`config.mk`:
```
export PLATFORM = sky130hd
export DESIGN_NAME = lap_stopwatch_flat
export DESIGN_NICKNAME = d
export VERILOG_FILES = /design/src/rtl/stopwatch_pkg.sv /design/src/rtl/lap_stopwatch_if.sv /design/src/rtl/sw_tick_gen.sv /design/src/rtl/lap_stopwatch.sv /design/src/flat_wrapper.sv
export SDC_FILE = /design/constraint.sdc
export NUM_CORES = 1
export LEC_CHECK = 0
export CAP_MARGIN = 20
export CORE_MARGIN = 2
export CORE_UTILIZATION = 53
export DETAILED_ROUTE_END_ITERATION = 7
export GPL_TIMING_DRIVEN = 0
export PLACE_DENSITY = 0.81
export REMOVE_ABC_BUFFERS = 1
export SKIP_LAST_GASP = 1
export SYNTH_ARGS = -nofsm -noshare
export SYNTH_HDL_FRONTEND = slang
export SYNTH_HIERARCHICAL = 1
export SYNTH_SLANG_ARGS = --single-unit
export TNS_END_PERCENT = 100
```
`constraint.sdc`:
```
create_clock -name clk -period 3.1 [get_ports clk]
set_input_delay 0.465 -clock clk [delete_from_list [all_inputs] [get_ports clk]]
set_output_delay 0.465 -clock clk [all_outputs]
set_load 0.03 [all_outputs]
```
`src/rtl/stopwatch_pkg.sv`:
```
// Shared types and constants for the lap stopwatch: FSM states, time record,
// field widths, digit limits and the carry/borrow helpers.
package stopwatch_pkg;

  localparam int unsigned MSEC_W   = 7;
  localparam int unsigned SEC_W    = 6;
  localparam int unsigned MIN_W    = 6;
  localparam int unsigned HOUR_W   = 5;
  localparam int unsigned MSEC_MAX = 99;
  localparam int unsigned SEC_MAX  = 59;
  localparam int unsigned MIN_MAX  = 59;
  localparam int unsigned HOUR_MAX = 23;

  typedef enum logic [1:0] {ST_IDLE, ST_RUN, ST_STOP, ST_DONE} sw_state_e;

  typedef struct packed {
    logic [HOUR_W-1:0] hour;
    logic [MIN_W-1:0]  min;
    logic [SEC_W-1:0]  sec;
    logic [MSEC_W-1:0] msec;
  } sw_time_t;

  localparam int unsigned TIME_W = $bits(sw_time_t);

  // One centisecond forward; 23:59:59.99 rolls over to zero.
  function automatic sw_time_t time_inc(input sw_time_t t);
    sw_time_t r;
    r = t;
    if (t.msec != MSEC_W'(MSEC_MAX)) r.msec = t.msec + MSEC_W'(1);
    else begin
      r.msec = '0;
      if (t.sec != SEC_W'(SEC_MAX)) r.sec = t.sec + SEC_W'(1);
      else begin
        r.sec = '0;
        if (t.min != MIN_W'(MIN_MAX)) r.min = t.min + MIN_W'(1);
        else begin
          r.min  = '0;
          r.hour = (t.hour == HOUR_W'(HOUR_MAX)) ? '0 : t.hour + HOUR_W'(1);
        end
      end
    end
    return r;
  endfunction

  // One centisecond backward with borrow; callers never pass zero.
  function automatic sw_time_t time_dec(input sw_time_t t);
    sw_time_t r;
    r = t;
    if (t.msec != '0) r.msec = t.msec - MSEC_W'(1);
    else begin
      r.msec = MSEC_W'(MSEC_MAX);
      if (t.sec != '0) r.sec = t.sec - SEC_W'(1);
      else begin
        r.sec = SEC_W'(SEC_MAX);
        if (t.min != '0) r.min = t.min - MIN_W'(1);
        else begin
          r.min  = MIN_W'(MIN_MAX);
          r.hour = (t.hour == '0) ? HOUR_W'(HOUR_MAX) : t.hour - HOUR_W'(1);
        end
      end
    end
    return r;
  endfunction

endpackage

```
`src/rtl/lap_stopwatch_if.sv`:
```
// Control/readout bundle of the lap stopwatch; master drives the pulses,
// slave (the stopwatch) drives live time and lap readback.
interface lap_stopwatch_if #(parameter int unsigned N_LAPS = 4);
  import stopwatch_pkg::*;

  localparam int unsigned SEL_W  = (N_LAPS > 1) ? $clog2(N_LAPS) : 1;
  localparam int unsigned LCNT_W = $clog2(N_LAPS + 1);

  logic              i_runstop;
  logic              i_clear;
  logic              i_lap;
  logic              i_mode;
  logic [MIN_W-1:0]  i_preset_min;
  logic [SEC_W-1:0]  i_preset_sec;
  logic [SEL_W-1:0]  i_lap_sel;
  logic [MSEC_W-1:0] o_msec,  o_lap_msec;
  logic [SEC_W-1:0]  o_sec,   o_lap_sec;
  logic [MIN_W-1:0]  o_min,   o_lap_min;
  logic [HOUR_W-1:0] o_hour,  o_lap_hour;
  logic [LCNT_W-1:0] o_lap_count;
  logic              o_running;
  logic              o_done;

  modport master (
    output i_runstop, i_clear, i_lap, i_mode, i_preset_min, i_preset_sec, i_lap_sel,
    input  o_msec, o_sec, o_min, o_hour, o_lap_msec, o_lap_sec, o_lap_min, o_lap_hour,
    input  o_lap_count, o_running, o_done
  );

  modport slave (
    input  i_runstop, i_clear, i_lap, i_mode, i_preset_min, i_preset_sec, i_lap_sel,
    output o_msec, o_sec, o_min, o_hour, o_lap_msec, o_lap_sec, o_lap_min, o_lap_hour,
    output o_lap_count, o_running, o_done
  );

endinterface

```
`src/rtl/sw_tick_gen.sv`:
```
// Centisecond prescaler: one o_tick every CLK_FREQ_HZ/TICK_HZ enabled cycles;
// i_clr zeroes the count, deasserted i_en holds it.
module sw_tick_gen #(
  parameter int unsigned CLK_FREQ_HZ = 100_000_000,
  parameter int unsigned TICK_HZ     = 100
) (
  input  logic clk,
  input  logic rst,
  input  logic i_en,
  input  logic i_clr,
  output logic o_tick
);
  localparam int unsigned DIV   = CLK_FREQ_HZ / TICK_HZ;
  localparam int unsigned CNT_W = (DIV > 1) ? $clog2(DIV) : 1;

  if (CLK_FREQ_HZ % TICK_HZ != 0) begin : g_bad_div
    $error("CLK_FREQ_HZ must be a multiple of TICK_HZ");
  end

  logic [CNT_W-1:0] cnt_q, cnt_d;
  logic             wrap;

  assign wrap = (cnt_q == CNT_W'(DIV - 1));

  always_comb begin
    cnt_d = cnt_q;
    if (i_clr)     cnt_d = '0;
    else if (i_en) cnt_d = wrap ? '0 : cnt_q + CNT_W'(1);
  end

  always_ff @(posedge clk or posedge rst) begin
    if (rst) cnt_q <= '0;
    else     cnt_q <= cnt_d;
  end

  assign o_tick = i_en && !i_clr && wrap;

endmodule

```
`src/rtl/lap_stopwatch.sv`:
```
// Up/down stopwatch with run/stop/clear control and an optional circular lap
// buffer, compiled in only when LAP_STOPWATCH_LAPS_EN is defined.
module lap_stopwatch
  import stopwatch_pkg::*;
#(
  parameter int unsigned CLK_FREQ_HZ = 100_000_000,
  parameter int unsigned TICK_HZ     = 100,
  parameter int unsigned N_LAPS      = 4
) (
  input  logic            clk,
  input  logic            rst,
  lap_stopwatch_if.slave  bus
);
  if (N_LAPS < 1 || N_LAPS > 16) begin : g_bad_laps
    $error("N_LAPS must be within 1..16");
  end

  sw_state_e state_q;
  sw_time_t  time_q, time_d, preset;
  logic      mode_q, running_q, done_q;
  logic      clr_ev, rs_ev, tick, zero_now, down_fin;

  assign clr_ev   = bus.i_clear;
  assign rs_ev    = bus.i_runstop && !bus.i_clear;
  assign preset   = '{hour: HOUR_W'(0), min: bus.i_preset_min, sec: bus.i_preset_sec, msec: MSEC_W'(0)};
  assign zero_now = (time_q == '0);
  // Countdown ends either already at zero (0:00 preset) or on the tick leaving .01.
  assign down_fin = mode_q && (zero_now || (tick && time_q == TIME_W'(1)));

  sw_tick_gen #(.CLK_FREQ_HZ(CLK_FREQ_HZ), .TICK_HZ(TICK_HZ)) u_tick (
    .clk    (clk),
    .rst    (rst),
    .i_en   (state_q == ST_RUN),
    .i_clr  (clr_ev || state_q == ST_IDLE),
    .o_tick (tick)
  );

  always_comb begin
    time_d = time_q;
    if (clr_ev) time_d = bus.i_mode ? preset : '0;
    else if (state_q == ST_RUN && tick) begin
      if (!mode_q)       time_d = time_inc(time_q);
      else if (!zero_now) time_d = time_dec(time_q);
    end
  end

  always_ff @(posedge clk or posedge rst) begin
    if (rst) begin
      state_q   <= ST_IDLE;
      time_q    <= '0;
      mode_q    <= 1'b0;
      running_q <= 1'b0;
      done_q    <= 1'b0;
    end else begin
      time_q <= time_d;
      done_q <= 1'b0;
      if (clr_ev) begin
        state_q   <= ST_IDLE;
        running_q <= 1'b0;
        mode_q    <= bus.i_mode;
      end else begin
        unique case (state_q)
          ST_IDLE: begin
            mode_q <= bus.i_mode;
            if (rs_ev) begin
              state_q   <= ST_RUN;
              running_q <= 1'b1;
            end
          end
          ST_RUN: begin
            if (down_fin) begin
              state_q   <= ST_DONE;
              running_q <= 1'b0;
              done_q    <= 1'b1;
            end else if (rs_ev) begin
              state_q   <= ST_STOP;
              running_q <= 1'b0;
            end
          end
          ST_STOP: begin
            if (rs_ev) begin
              state_q   <= ST_RUN;
              running_q <= 1'b1;
            end
          end
          default: ;
        endcase
      end
    end
  end

  assign bus.o_msec    = time_q.msec;
  assign bus.o_sec     = time_q.sec;
  assign bus.o_min     = time_q.min;
  assign bus.o_hour    = time_q.hour;
  assign bus.o_running = running_q;
  assign bus.o_done    = done_q;

`ifdef LAP_STOPWATCH_LAPS_EN
  localparam int unsigned PTR_W  = (N_LAPS > 1) ? $clog2(N_LAPS) : 1;
  localparam int unsigned LCNT_W = $clog2(N_LAPS + 1);

  sw_time_t          lap_q [N_LAPS];
  logic [PTR_W-1:0]  wr_ptr_q, rd_idx;
  logic [LCNT_W-1:0] lap_cnt_q;
  logic              lap_ev, lap_full;
  int unsigned       rd_sum;
  sw_time_t          lap_rd;

  assign lap_ev   = bus.i_lap && !bus.i_clear && !bus.i_runstop &&
                    (state_q == ST_RUN || state_q == ST_STOP);
  assign lap_full = (lap_cnt_q == LCNT_W'(N_LAPS));

  always_ff @(posedge clk or posedge rst) begin
    if (rst) begin
      for (int i = 0; i < int'(N_LAPS); i++) lap_q[i] <= '0;
      wr_ptr_q  <= '0;
      lap_cnt_q <= '0;
    end else if (clr_ev) begin
      wr_ptr_q  <= '0;
      lap_cnt_q <= '0;
    end else if (lap_ev) begin
      lap_q[wr_ptr_q] <= time_q;
      wr_ptr_q        <= (wr_ptr_q == PTR_W'(N_LAPS - 1)) ? '0 : wr_ptr_q + PTR_W'(1);
      if (!lap_full) lap_cnt_q <= lap_cnt_q + LCNT_W'(1);
    end
  end

  // Once full, the write pointer sits on the oldest entry, so index 0 maps there.
  always_comb begin
    rd_sum = 32'(bus.i_lap_sel) + (lap_full ? 32'(wr_ptr_q) : 32'd0);
    if (rd_sum >= N_LAPS) rd_sum = rd_sum - N_LAPS;
    rd_idx = PTR_W'(rd_sum);
    lap_rd = (32'(bus.i_lap_sel) < 32'(lap_cnt_q)) ? lap_q[rd_idx] : '0;
  end

  assign bus.o_lap_msec  = lap_rd.msec;
  assign bus.o_lap_sec   = lap_rd.sec;
  assign bus.o_lap_min   = lap_rd.min;
  assign bus.o_lap_hour  = lap_rd.hour;
  assign bus.o_lap_count = lap_cnt_q;
`else
  logic lap_unused;
  assign lap_unused      = bus.i_lap ^ (^bus.i_lap_sel);
  assign bus.o_lap_msec  = '0;
  assign bus.o_lap_sec   = '0;
  assign bus.o_lap_min   = '0;
  assign bus.o_lap_hour  = '0;
  assign bus.o_lap_count = '0;
`endif

endmodule

```
`src/flat_wrapper.sv`:
```
// flat-port wrapper written by rule: the top's interface ports become plain ports
module lap_stopwatch_flat import stopwatch_pkg::*;
#(
  parameter int unsigned CLK_FREQ_HZ = 100_000_000,
  parameter int unsigned TICK_HZ     = 100,
  parameter int unsigned N_LAPS      = 4
)
  (clk, rst, bus_i_runstop, bus_i_clear, bus_i_lap, bus_i_mode, bus_i_preset_min, bus_i_preset_sec, bus_i_lap_sel, bus_o_msec, bus_o_sec, bus_o_min, bus_o_hour, bus_o_lap_msec, bus_o_lap_sec, bus_o_lap_min, bus_o_lap_hour, bus_o_lap_count, bus_o_running, bus_o_done);
  lap_stopwatch_if #(.N_LAPS(N_LAPS)) bus_i ();
  input  logic clk;
  input  logic rst;
  input wire logic [$bits(bus_i.i_runstop)-1:0] bus_i_runstop;
  input wire logic [$bits(bus_i.i_clear)-1:0] bus_i_clear;
  input wire logic [$bits(bus_i.i_lap)-1:0] bus_i_lap;
  input wire logic [$bits(bus_i.i_mode)-1:0] bus_i_mode;
  input wire logic [$bits(bus_i.i_preset_min)-1:0] bus_i_preset_min;
  input wire logic [$bits(bus_i.i_preset_sec)-1:0] bus_i_preset_sec;
  input wire logic [$bits(bus_i.i_lap_sel)-1:0] bus_i_lap_sel;
  output wire logic [$bits(bus_i.o_msec)-1:0] bus_o_msec;
  output wire logic [$bits(bus_i.o_sec)-1:0] bus_o_sec;
  output wire logic [$bits(bus_i.o_min)-1:0] bus_o_min;
  output wire logic [$bits(bus_i.o_hour)-1:0] bus_o_hour;
  output wire logic [$bits(bus_i.o_lap_msec)-1:0] bus_o_lap_msec;
  output wire logic [$bits(bus_i.o_lap_sec)-1:0] bus_o_lap_sec;
  output wire logic [$bits(bus_i.o_lap_min)-1:0] bus_o_lap_min;
  output wire logic [$bits(bus_i.o_lap_hour)-1:0] bus_o_lap_hour;
  output wire logic [$bits(bus_i.o_lap_count)-1:0] bus_o_lap_count;
  output wire logic [$bits(bus_i.o_running)-1:0] bus_o_running;
  output wire logic [$bits(bus_i.o_done)-1:0] bus_o_done;
  assign bus_i.i_runstop = bus_i_runstop;
  assign bus_i.i_clear = bus_i_clear;
  assign bus_i.i_lap = bus_i_lap;
  assign bus_i.i_mode = bus_i_mode;
  assign bus_i.i_preset_min = bus_i_preset_min;
  assign bus_i.i_preset_sec = bus_i_preset_sec;
  assign bus_i.i_lap_sel = bus_i_lap_sel;
  assign bus_o_msec = bus_i.o_msec;
  assign bus_o_sec = bus_i.o_sec;
  assign bus_o_min = bus_i.o_min;
  assign bus_o_hour = bus_i.o_hour;
  assign bus_o_lap_msec = bus_i.o_lap_msec;
  assign bus_o_lap_sec = bus_i.o_lap_sec;
  assign bus_o_lap_min = bus_i.o_lap_min;
  assign bus_o_lap_hour = bus_i.o_lap_hour;
  assign bus_o_lap_count = bus_i.o_lap_count;
  assign bus_o_running = bus_i.o_running;
  assign bus_o_done = bus_i.o_done;
  lap_stopwatch #(.CLK_FREQ_HZ(CLK_FREQ_HZ), .TICK_HZ(TICK_HZ), .N_LAPS(N_LAPS)) u_core (.clk(clk), .rst(rst), .bus(bus_i));
endmodule
```
==> flow_summary.toml <==
[final_layout]
fin_nets = 522
synthToLayoutAreaGrowth_pct = 13.36
diodes = 0
final_common_cell = "dfrtp_1"
multi_input_area_sq_um = 2397
regArea_sq_um = 1226
drive_above_1_share_pct = 7.708
fin_area_sq_um = 4428
layout_common_cells = "dfrtp_1 (49), clkdlybuf4s50_1 (41), nand2_1 (39)"
fillers = 605

[critical_path]
crit_required_ns = 3.30
cp-startpoint = "u_core/u_tick/cnt_q[1]"
end_kind = "flip-flop"
r2r_slack_ns = 0.24
start_kind = "flip-flop"
critPathMaxStageDelay_ns = 0.46
r2r-start = "u_core/u_tick/cnt_q[1]"
crit_chain = "ha_1 -> nand2_1 -> or3_1 -> nor3b_1 -> a21oi_1 -> a21oi_4 -> buf_4 -> o21ai_2 -> mux2_4"
critPathArrivalTime_ns = 3.06
r2r_end = "u_core/bus.o_hour[1]"
slowest_stage = "or3_1"
critical_path.max_fanout = 7
worstSetupPathType = "flip-flop to flip-flop"
ff2ff_path_depth = 9

[clock_network]
clk_latency_ns = 0.31
htreeDepth = 2
cts_tree = "built"
cts.clk_slew.worst_paths_ns = 0.10
cts.path.max_buffers = 2
cts_buffers = 5
cts.sinks = 49
cts_root_buf = "clkbuf_8"

[synthesis]
seq_area_frac_synth_pct = 31.39
synth_edf_count = 0
ys_ff_latch = 49
avgSynthCellArea_sq_um = 8.294
ys.flop_type = "dfrtp_1"
async_reset_ff_share_pct = 100.0
syn_area_sq_um = 3906
netlist_instances = 471
yosys_warnings = 6
synth_cell_types = 80

[grt]
grt_pass1_wl_mm = 16.47
groute.usage.overall_pct = 23.91
grt_start_max_net_pins = 35
grt-ovfl-total = 0
grt_pass1_vias = 3576
antenna_found_initial = 0

[worst_hold_path]
hold_end = "u_core/u_tick/cnt_q[18]"
hold_depth = 1
hold_class = "flip-flop to flip-flop"
holdCritStartpoint = "u_core/u_tick/cnt_q[18]"

[timing]
maxSlewViolCount = 0
fin_ws_ns = 0.2405
fin_crit_sh_pct = 92.24
tightest_slew_ns = 0.8628
rsz0062_at_grt = "no"
relSlewSlack_pct = 42.48
fin_setup_tns_ns = 0
finClkSkew_ns = 0.007980
fin_crit_ns = 2.859
setup_viol_count_final = 0
fmax_mhz = 349.7
final-hold-violation-count = 0

[power_and_ir_drop]
p_seq_share_pct = 35.7
intPower_w = 0.001637
p_clk_share_pct = 18.5
p_switching_w = 0.001293
power.share.switching_pct = 44.14
max-vdd-ir-drop_mv = 0.4095
power_w = 0.002930
power.density_nw_per_um2 = 661.6
leakage_nw = 1.771
combPwrFrac_pct = 45.8

[floorplan]
io_pins = 73
start_util_pct = 54.44
coreArea_sq_um = 7176
rows = 31
dieWidth_um = 89.85
die_h_um = 89.85
die_area_sq_um = 8073

[placed_design]
gp_congestion = 0.9298
place.detailed.hpwl_mm = 6.911
dpl-instance-area_sq_um = 4240
io_buffers = 42
dpl_worst_slack_ns = -1.600

[routing]
dr.pass1.iters = 7
vias_per_cell = 6.372
drc = 0
dr.first_iter.drc_count = 336
wirelength_mm = 9.938
drtAntennaViolNets = 0
via_count = 3772
wl_per_cell_um = 16.79

[job]
drv_cap = 0

[run_status]
status = "complete, no violations"
-- metrics by stage --
step / util, % / hold slack, ns / cells
final: 61.71 / 0.5063 / 592
after global routing: 61.71 / 0.5329 / 592
after CTS: 61.26 / 0.5060 / 590
after detailed placement: 59.09 / 0.4924 / 581
after global placement: 58.71 / 0.4835 / 580
after floorplan: - / 0.4288 / 439
-- sequential cells by signal, summed over array words and instances, names as in the netlist --
signal                count
u_core/bus.o_msec         7
u_core/bus.o_done         1
u_core/u_tick/cnt_q      20
u_core/bus.o_running      1
u_core/bus.o_sec          6
u_core/mode_q             1
u_core/bus.o_hour         5
u_core/state_q            2
u_core/bus.o_min          6
-- cell families after synthesis --
logic type,count (synthesis),synth area share (%)
and+or+nand+nor,177,24.79
AOI/OAI and AO/OA,137,24.95
buffers and inverters,77,10.41
DFF,49,31.39
adders and majority gates,10,3.203
xor gates and xnor gates,10,2.242
muxes,10,2.915
other,1,0.09600
-- Yosys cell counts, drive strengths merged, types with 3 or more instances --
cell type	instances	area, sq um
or4	3	31.28
a32o	3	30.03
a41oi	4	35.03
or2	4	25.02
a32oi	3	26.28
mux2	5	63.81
buf	36	251.5
or3	6	42.54
and2	6	37.54
nor3	17	85.08
o31ai	8	60.06
a21boi	3	22.52
nor3b	3	22.52
ha	10	125.1
and3	4	25.02
nand2b	10	62.56
clkbuf	22	83.83
nand3	27	135.1
a22o	5	45.04
a22oi	7	66.31
nor4bb	3	30.03
xor2	5	43.79
mux2i	5	50.05
a31oi	16	100.1
inv	19	71.32
a21oi	26	133.9
nand3b	3	22.52
nor4b	4	35.03
nor4	5	31.28
nand2	39	146.4
a311oi	3	26.28
o32a	4	40.04
o21ai	27	138.9
dfrtp	49	1226
nand4	4	31.28
nor2	29	108.9
xnor2	5	43.79
-- critical path, delay by kind of cell, from the launching register on --
kind	cells	cell delay, ns
AO/OA/AOI/OAI	3	0.57
adder cells (fa/ha/maj)	1	0.30
buffers and inverters	1	0.20
flip-flops	1	0.43
multiplexers	1	0.33
AND/OR/NAND/NOR	3	0.92
-- routing by layer --
metal | share of wire (%) | track usage, %
met1 | 43 | 30.39
met2 | 49 | 40.97
met3 | 5.7 | 4.443
met4 | 2.2 | 8.333
met5 | 0 | 0
-- layout make-up --
type                    count  area share, %
repair buffers             45          10.65
multi-input cells         372          54.14
flip-flops and latches     49          27.69
clock inverters             3          1.469
clock buffers               5          1.554
inverters                  19          1.695
well taps                  99          2.797
-- power groups by stage --
| stage | Combinational (W) | Sequential [W] | Clock (W) |
|---|---|---|---|
| 2_1_floorplan | 0.000690 | 0.00120 | 0 |
| 3_3_place_gp | 0.00127 | 0.00105 | 0 |
| 3_5_place_dp | 0.00130 | 0.00106 | 0 |
| 4_1_cts | 0.00132 | 0.00105 | 0.000556 |
| 5_1_grt | 0.00144 | 0.00108 | 0.000590 |
| 6_report | 0.00134 | 0.00105 | 0.000543 |
-- how the worst max path moves through the flow --
| stage | end | slack, ns |
|---|---|---|
| final | u_core/bus.o_hour[1] | 0.24 |
| after global routing | u_core/bus.o_msec[0] | 0.07 |
| after CTS | u_core/bus.o_min[3] | 0.03 |
| after detailed placement | u_core/bus.o_min[3] | -1.60 |
| after global placement | u_core/bus.o_min[3] | -1.54 |
| after floorplan | u_core/bus.o_min[3] | 0.28 |
-- timing repair --
item,in CTS,in global routing
hold buffers,0,0
buffers inserted,0,1
resized for setup,5,3
setup endpoints to repair,44,18
pin swaps,0,0
gates cloned,1,0
(Power assumes the default switching activity.)
